$ cat src/rtl/i2c_apb_regs.sv
// APB3 register file for i2c_core: control/status, interrupt and FIFO access.
// Define I2C_TIMING_REGS_EN to make the timing and debounce registers writable.
module i2c_apb_regs #(
  parameter logic [31:0] T_RST   = 32'd500,
  parameter logic [13:0] DEB_RST = 14'd10
) (
  input  logic        clk_i,
  input  logic        rst_i,
  input  logic        psel_i,
  input  logic        penable_i,
  input  logic        pwrite_i,
  input  logic [7:0]  paddr_i,
  input  logic [31:0] pwdata_i,
  output logic [31:0] prdata_o,
  output logic        pready_o,
  output logic        pslverr_o,
  output logic        irq_o,
  output logic [7:0]  cr_o,
  input  logic [7:0]  cr_clr_i,
  input  logic [6:0]  cr_set_i,
  input  logic [7:0]  sr_i,
  input  logic [7:0]  irq_req_i,
  input  logic [4:0]  tx_fifo_ocy_i,
  input  logic [4:0]  rx_fifo_ocy_i,
  output logic        tx_fifo_wr_o,
  output logic [9:0]  tx_fifo_din_o,
  output logic        rx_fifo_rd_o,
  input  logic [7:0]  rx_fifo_dout_i,
  output logic [6:0]  slv_adr_o,
  output logic [4:0]  rx_fifo_pirq_o,
  output logic [13:0] debounce_cnt_o,
  output logic [31:0] tsusta_o,
  output logic [31:0] thdsta_o,
  output logic [31:0] tsusto_o,
  output logic [31:0] tsudat_o,
  output logic [31:0] thddat_o,
  output logic [31:0] tlow_o,
  output logic [31:0] thigh_o,
  output logic [31:0] tbuf_o
);

  localparam logic [5:0] AdrGie    = 6'h00;
  localparam logic [5:0] AdrIsr    = 6'h01;
  localparam logic [5:0] AdrIer    = 6'h02;
  localparam logic [5:0] AdrSoftr  = 6'h03;
  localparam logic [5:0] AdrCr     = 6'h04;
  localparam logic [5:0] AdrSr     = 6'h05;
  localparam logic [5:0] AdrTxf    = 6'h06;
  localparam logic [5:0] AdrRxf    = 6'h07;
  localparam logic [5:0] AdrAdr    = 6'h08;
  localparam logic [5:0] AdrTxOcy  = 6'h09;
  localparam logic [5:0] AdrRxOcy  = 6'h0A;
  localparam logic [5:0] AdrPirq   = 6'h0B;
  localparam logic [5:0] AdrDeb    = 6'h0C;
  localparam logic [5:0] AdrTim0   = 6'h0D;
  localparam logic [5:0] AdrTbuf   = 6'h14;
  localparam logic [31:0] SoftrKey = 32'h0000_000A;

  logic [5:0] adr;
  logic       access, wr_en, rd_en;
  logic       unmapped, tx_full, rx_empty;
  logic       softr_go, softr_q;
  logic       unused_paddr;

  logic [7:0] cr_q, cr_d;
  logic [7:0] isr_q, isr_d;
  logic [7:0] ier_q;
  logic       gie_q;
  logic       irq_q;
  logic [6:0] slv_adr_q;
  logic [4:0] pirq_q;

  logic [31:0] tim [8];
  logic [13:0] deb;

  assign adr          = paddr_i[7:2];
  assign unused_paddr = ^paddr_i[1:0];
  assign access       = psel_i & penable_i;
  assign wr_en        = access & pwrite_i;
  assign rd_en        = access & ~pwrite_i;
  assign unmapped     = adr > AdrTbuf;
  assign tx_full      = tx_fifo_ocy_i >= 5'd16;
  assign rx_empty     = rx_fifo_ocy_i == 5'd0;
  assign softr_go     = wr_en & (adr == AdrSoftr) & (pwdata_i == SoftrKey);

  // FIFO strobes are suppressed while reset is asserted so an aborted access cannot push/pop.
  assign tx_fifo_wr_o  = wr_en & (adr == AdrTxf) & ~tx_full & ~rst_i;
  assign rx_fifo_rd_o  = rd_en & (adr == AdrRxf) & ~rx_empty & ~rst_i;
  assign tx_fifo_din_o = pwdata_i[9:0];

  assign pready_o = 1'b1;

  always_comb begin
    pslverr_o = 1'b0;
    if (access) begin
      if (unmapped) begin
        pslverr_o = 1'b1;
      end else if (pwrite_i) begin
        pslverr_o = ((adr == AdrTxf) & tx_full) |
                    ((adr == AdrSoftr) & (pwdata_i != SoftrKey));
      end else begin
        pslverr_o = (adr == AdrRxf) & rx_empty;
      end
    end
  end

  always_comb begin
    prdata_o = 32'h0;
    case (adr)
      AdrGie:   prdata_o = {gie_q, 31'h0};
      AdrIsr:   prdata_o = {24'h0, isr_q};
      AdrIer:   prdata_o = {24'h0, ier_q};
      AdrCr:    prdata_o = {24'h0, cr_q};
      AdrSr:    prdata_o = {24'h0, sr_i};
      AdrRxf:   prdata_o = rx_empty ? 32'h0 : {24'h0, rx_fifo_dout_i};
      AdrAdr:   prdata_o = {24'h0, slv_adr_q, 1'b0};
      AdrTxOcy: prdata_o = {27'h0, tx_fifo_ocy_i};
      AdrRxOcy: prdata_o = {27'h0, rx_fifo_ocy_i};
      AdrPirq:  prdata_o = {27'h0, pirq_q};
      AdrDeb:   prdata_o = {18'h0, deb};
      default: begin
        if (adr >= AdrTim0 && adr <= AdrTbuf) prdata_o = tim[3'(adr - AdrTim0)];
      end
    endcase
  end

  // The cycle after a soft reset cr[1] pulses high to flush the TX FIFO, then self-clears.
  always_comb begin
    cr_d = (cr_q | {1'b0, cr_set_i}) & ~cr_clr_i;
    if (softr_q) cr_d[1] = 1'b0;
    if (wr_en && adr == AdrCr) cr_d = pwdata_i[7:0];
    if (softr_go) cr_d = 8'h02;
  end

  always_comb begin
    isr_d = isr_q;
    if (wr_en && adr == AdrIsr) isr_d = isr_q & ~pwdata_i[7:0];
    isr_d = isr_d | irq_req_i;
    if (softr_go) isr_d = 8'h00;
  end

  always_ff @(posedge clk_i or posedge rst_i) begin
    if (rst_i) begin
      cr_q      <= 8'h00;
      isr_q     <= 8'h00;
      ier_q     <= 8'h00;
      gie_q     <= 1'b0;
      irq_q     <= 1'b0;
      softr_q   <= 1'b0;
      slv_adr_q <= 7'h00;
      pirq_q    <= 5'h00;
    end else begin
      cr_q    <= cr_d;
      isr_q   <= isr_d;
      irq_q   <= gie_q & (|(isr_q & ier_q));
      softr_q <= softr_go;
      if (softr_go) begin
        ier_q <= 8'h00;
        gie_q <= 1'b0;
      end else if (wr_en) begin
        if (adr == AdrIer) ier_q <= pwdata_i[7:0];
        if (adr == AdrGie) gie_q <= pwdata_i[31];
      end
      if (wr_en && adr == AdrAdr)  slv_adr_q <= pwdata_i[7:1];
      if (wr_en && adr == AdrPirq) pirq_q    <= pwdata_i[4:0];
    end
  end

`ifdef I2C_TIMING_REGS_EN
  logic [31:0] tim_q [8];
  logic [13:0] deb_q;

  always_ff @(posedge clk_i or posedge rst_i) begin
    if (rst_i) begin
      for (int i = 0; i < 8; i++) tim_q[i] <= T_RST;
      deb_q <= DEB_RST;
    end else if (wr_en) begin
      if (adr == AdrDeb) deb_q <= pwdata_i[13:0];
      for (int i = 0; i < 8; i++) begin
        if (adr == AdrTim0 + 6'(i)) tim_q[i] <= pwdata_i;
      end
    end
  end

  assign tim = tim_q;
  assign deb = deb_q;
`else
  always_comb begin
    for (int i = 0; i < 8; i++) tim[i] = T_RST;
  end
  assign deb = DEB_RST;
`endif

  assign cr_o           = cr_q;
  assign irq_o          = irq_q;
  assign slv_adr_o      = slv_adr_q;
  assign rx_fifo_pirq_o = pirq_q;
  assign debounce_cnt_o = deb;
  assign tsusta_o       = tim[0];
  assign thdsta_o       = tim[1];
  assign tsusto_o       = tim[2];
  assign tsudat_o       = tim[3];
  assign thddat_o       = tim[4];
  assign tlow_o         = tim[5];
  assign thigh_o        = tim[6];
  assign tbuf_o         = tim[7];

endmodule

$ cat config.mk
export PLATFORM = sky130hd
export DESIGN_NAME = i2c_apb_regs
export DESIGN_NICKNAME = d
export VERILOG_FILES = /design/src/rtl/i2c_apb_regs.sv
export SDC_FILE = /design/constraint.sdc
export NUM_CORES = 1
export LEC_CHECK = 0
export ABC_AREA = 1
export CAP_MARGIN = 10
export CORE_AREA = 2 2 168 170
export CTS_CLUSTER_SIZE = 8
export DETAILED_ROUTE_END_ITERATION = 10
export DIE_AREA = 0 0 170 172
export MAX_ROUTING_LAYER = met4
export SETUP_SLACK_MARGIN = 0.05
export SYNTH_ARGS = -nofsm -noshare
export SYNTH_HDL_FRONTEND = slang
export SYNTH_SLANG_ARGS = --single-unit
$ cat constraint.sdc
create_clock -name clk_i -period 3 [get_ports clk_i]
set_clock_uncertainty 0.1 [all_clocks]
set_input_delay 0.3 -clock clk_i [delete_from_list [all_inputs] [get_ports clk_i]]
set_output_delay 0.3 -clock clk_i [all_outputs]
set_load 0.01 [all_outputs]
==> flow_metrics.tcl <==
set metrics [dict create \
    critPathKind "input pin to output port" \
    cp_max_fo 6 \
    grt_max_degree 40 \
    period_needed_ps 2780 \
    io_pins 431 \
    timing.final.ws_setup_ps 216 \
    hold_class "flop to flop" \
    maxSlewHeadroom 0.643 \
    die_w_um 170 \
    wl_um 15700 \
    drv_slew 0 \
    post_drt_wl_per_cell_um 13.0 \
    post_cts.repair.setup_buffers 0 \
    drv_cap 0 \
    grt_pass1_vias 3364 \
    clock-root-buffer "clkbuf_16" \
    syn_avg_cell_area_um2 6.96 \
    required_ps 2600 \
    hold_violations 0 \
    grt_pass1_wl_um 21300 \
    final_nets 959 \
    synth_cell_types 26 \
    crit_path_end_kind "output port" \
    rsz0062_at_grt "no" \
    yosysWarnings 0 \
    hold_depth 2 \
    start_kind "input pin" \
    antenna_found_initial 2 \
    cts_tree "built" \
    port_buffers 135 \
    irDropWorstVdd_v 0.000224 \
    first_pass_iters 5 \
    worstMarginPinSlew_ps 535 \
    tns_ps 0 \
    reg2reg_to "irq_o" \
    setup_viol 0 \
    track_usage 0.102 \
    reg2reg_slack_ps 1770 \
    arrival_ps 2380 \
    drt-initial-drc-count 241 \
    fmax_mhz 359 \
    synth_top_flop_cell "dfrtp_1" \
    die_height_um 172 \
    initial_core_util 0.184 \
    syn_area_mm2 0.00506 \
    synthAdderAreaFrac 0 \
    coreArea_mm2 0.0275 \
    ys_async_sr_fraction 1.00 \
    synth_edf_count 0 \
    synthXorXnorAreaFrac 0 \
    drcViolationCount 0 \
    synth_seq_cells 39 \
    post-route-period-util 0.928 \
    core.rowCount 61 \
    status "finished clean" \
    clk_pin_slew_ps 60 \
    htreeDepth 2 \
    vias_per_cell 3.25 \
    drive_gt1_frac 0.0705 \
    holdPathEnd "slv_adr_o[3]" \
    num_vias 3944 \
    dp_slack_ps 93.0 \
    cts_buffers 5 \
    r2r_cells 4 \
    cts_sinks 39 \
    overflow 0 \
    powerDensity_mw_per_mm2 281 \
    syn_to_final_growth_pct 16.1 \
    synth-seq-area-share 0.193 \
    clock_path_buffers 2 \
    hp-start "slv_adr_o[3]" \
    clock_latency_ps 280 \
    synth_compound_area_frac 0.0723 \
    dieArea_mm2 0.0292 \
    synth-simple-area-share 0.231 \
    p_leak_nw 3.11 \
    muxShareOfSynthArea 0 \
    synth_top_family_by_area "buffers and inverters" \
    synth_cells 726 \
    routabilityCongestion 0.913 \
    ant_nets 0 \
    rr_startpoint "ier_q[2]" \
    dp_hpwl_um 13400 \
]
[timing repair]
| item | CTS | global route |
|---|---|---|
| gates resized for setup | 0 | 4 |
| hold buffers | 0 | 0 |
| setup endpoints to repair | 0 | 9 |
[kinds of logic (layout without fill, tap and decap cells)]
group                  Yosys count  count (layout)
DFF                             39              39
AOI/OAI and AO/OA               63              63
and+or+nand+nor                254             254
buffers and inverters          368             216
other                            2             294
[how the worst max path moves through the flow]
stage / from / end / cells after the start
CTS: paddr_i[4] / prdata_o[8] / 8
floorplan: rst_i / rx_fifo_rd_o / 3
global placement: paddr_i[4] / prdata_o[8] / 8
detailed placement: paddr_i[4] / prdata_o[8] / 8
finish: paddr_i[3] / prdata_o[2] / 7
global route: paddr_i[3] / prdata_o[2] / 7
[flip-flops by register name, summed over array words and instances, names as in the netlist]
name	count
cr_o	8
rx_fifo_pirq_o	5
slv_adr_o	7
irq_o	1
isr_q	8
softr_q	1
ier_q	8
gie_q	1
[Yosys cell counts, types with 3 or more instances]
cell	n	area, um^2
a21oi_1	13	65.1
buf_4	303	2270
buf_6	3	33.8
dfrtp_1	39	976
inv_1	57	214
inv_2	5	18.8
nand2_1	142	533
nand2_2	7	43.8
nand2_4	3	33.8
nand3_1	15	75.1
nand4_1	10	62.6
nor2_1	59	221
nor2_2	3	18.8
nor2_4	8	90.1
o21ai_0	25	125
o21ai_1	11	55.1
o21ai_2	10	87.6
[metrics by stage]
stage | hold WS [ps] | instance area, um^2 | std cells | utilization | power, mW
6_report | 420 | 5870 | 1212 | 0.214 | 1.65
5_1_grt | 455 | 5870 | 1212 | 0.214 | 1.75
3_5_place_dp | 402 | 5710 | 1204 | 0.208 | 1.12
4_1_cts | 420 | 5860 | 1211 | 0.213 | 1.65
2_1_floorplan | 343 | 6150 | 1017 | - | 1.15
3_3_place_gp | 397 | 5710 | 1204 | 0.208 | 1.12
[cell usage in the layout, fill, tap and decap left out, drive strengths merged]
master / synthesis / layout
nor3: 2 / 2
diode: 0 / 1
a21oi: 13 / 13
inv: 62 / 62
clkinv: 0 / 1
buf: 306 / 12
o31ai: 1 / 1
clkbuf: 0 / 6
o21ai: 46 / 46
o21bai: 1 / 1
nor2: 72 / 72
dfrtp: 39 / 39
nand2: 152 / 152
a221oi: 2 / 2
conb: 2 / 293
clkdlybuf4s50: 0 / 133
nand3: 16 / 16
dlymetal6s2s: 0 / 2
nor3b: 1 / 1
nand4: 11 / 11
[per-layer routing]
| metal | track usage | share of wire | up-vias |
|---|---|---|---|
| li1 | - | - | 1921 |
| met1 | 0.118 | 0.39 | 1791 |
| met2 | 0.186 | 0.53 | 220 |
| met3 | 0.0183 | 0.069 | 12 |
| met4 | 0.0190 | 0.011 | 0 |
| met5 | - | 0 | - |
[critical path, stage by stage]
cell	delay [ps]
clkdlybuf4s50_1	560
nor2_4	270
nand2_1	80
a21oi_1	210
nand2_2	190
nand4_1	140
clkdlybuf4s50_1	620
[report_power, final]
group	total [mW]	leakage (nW)	internal, mW	switching (mW)
Combinational	0.547	2.56	0.207	0.340
Sequential	0.576	0.483	0.551	0.0250
Clock	0.529	0.0727	0.324	0.205
[layout make-up]
cell class | instances | area [um^2]
Antenna cell | 1 | 2.50
Clock buffer | 6 | 139
Clock inverter | 1 | 5.00
Fill cell | 3110 | 21600
Inverter | 62 | 233
Multi-Input combinational cell | 610 | 2640
Sequential cell | 39 | 976
Tap cell | 346 | 433
Timing Repair Buffer | 147 | 1450
Note: power is estimated with default switching activity, not from simulation.
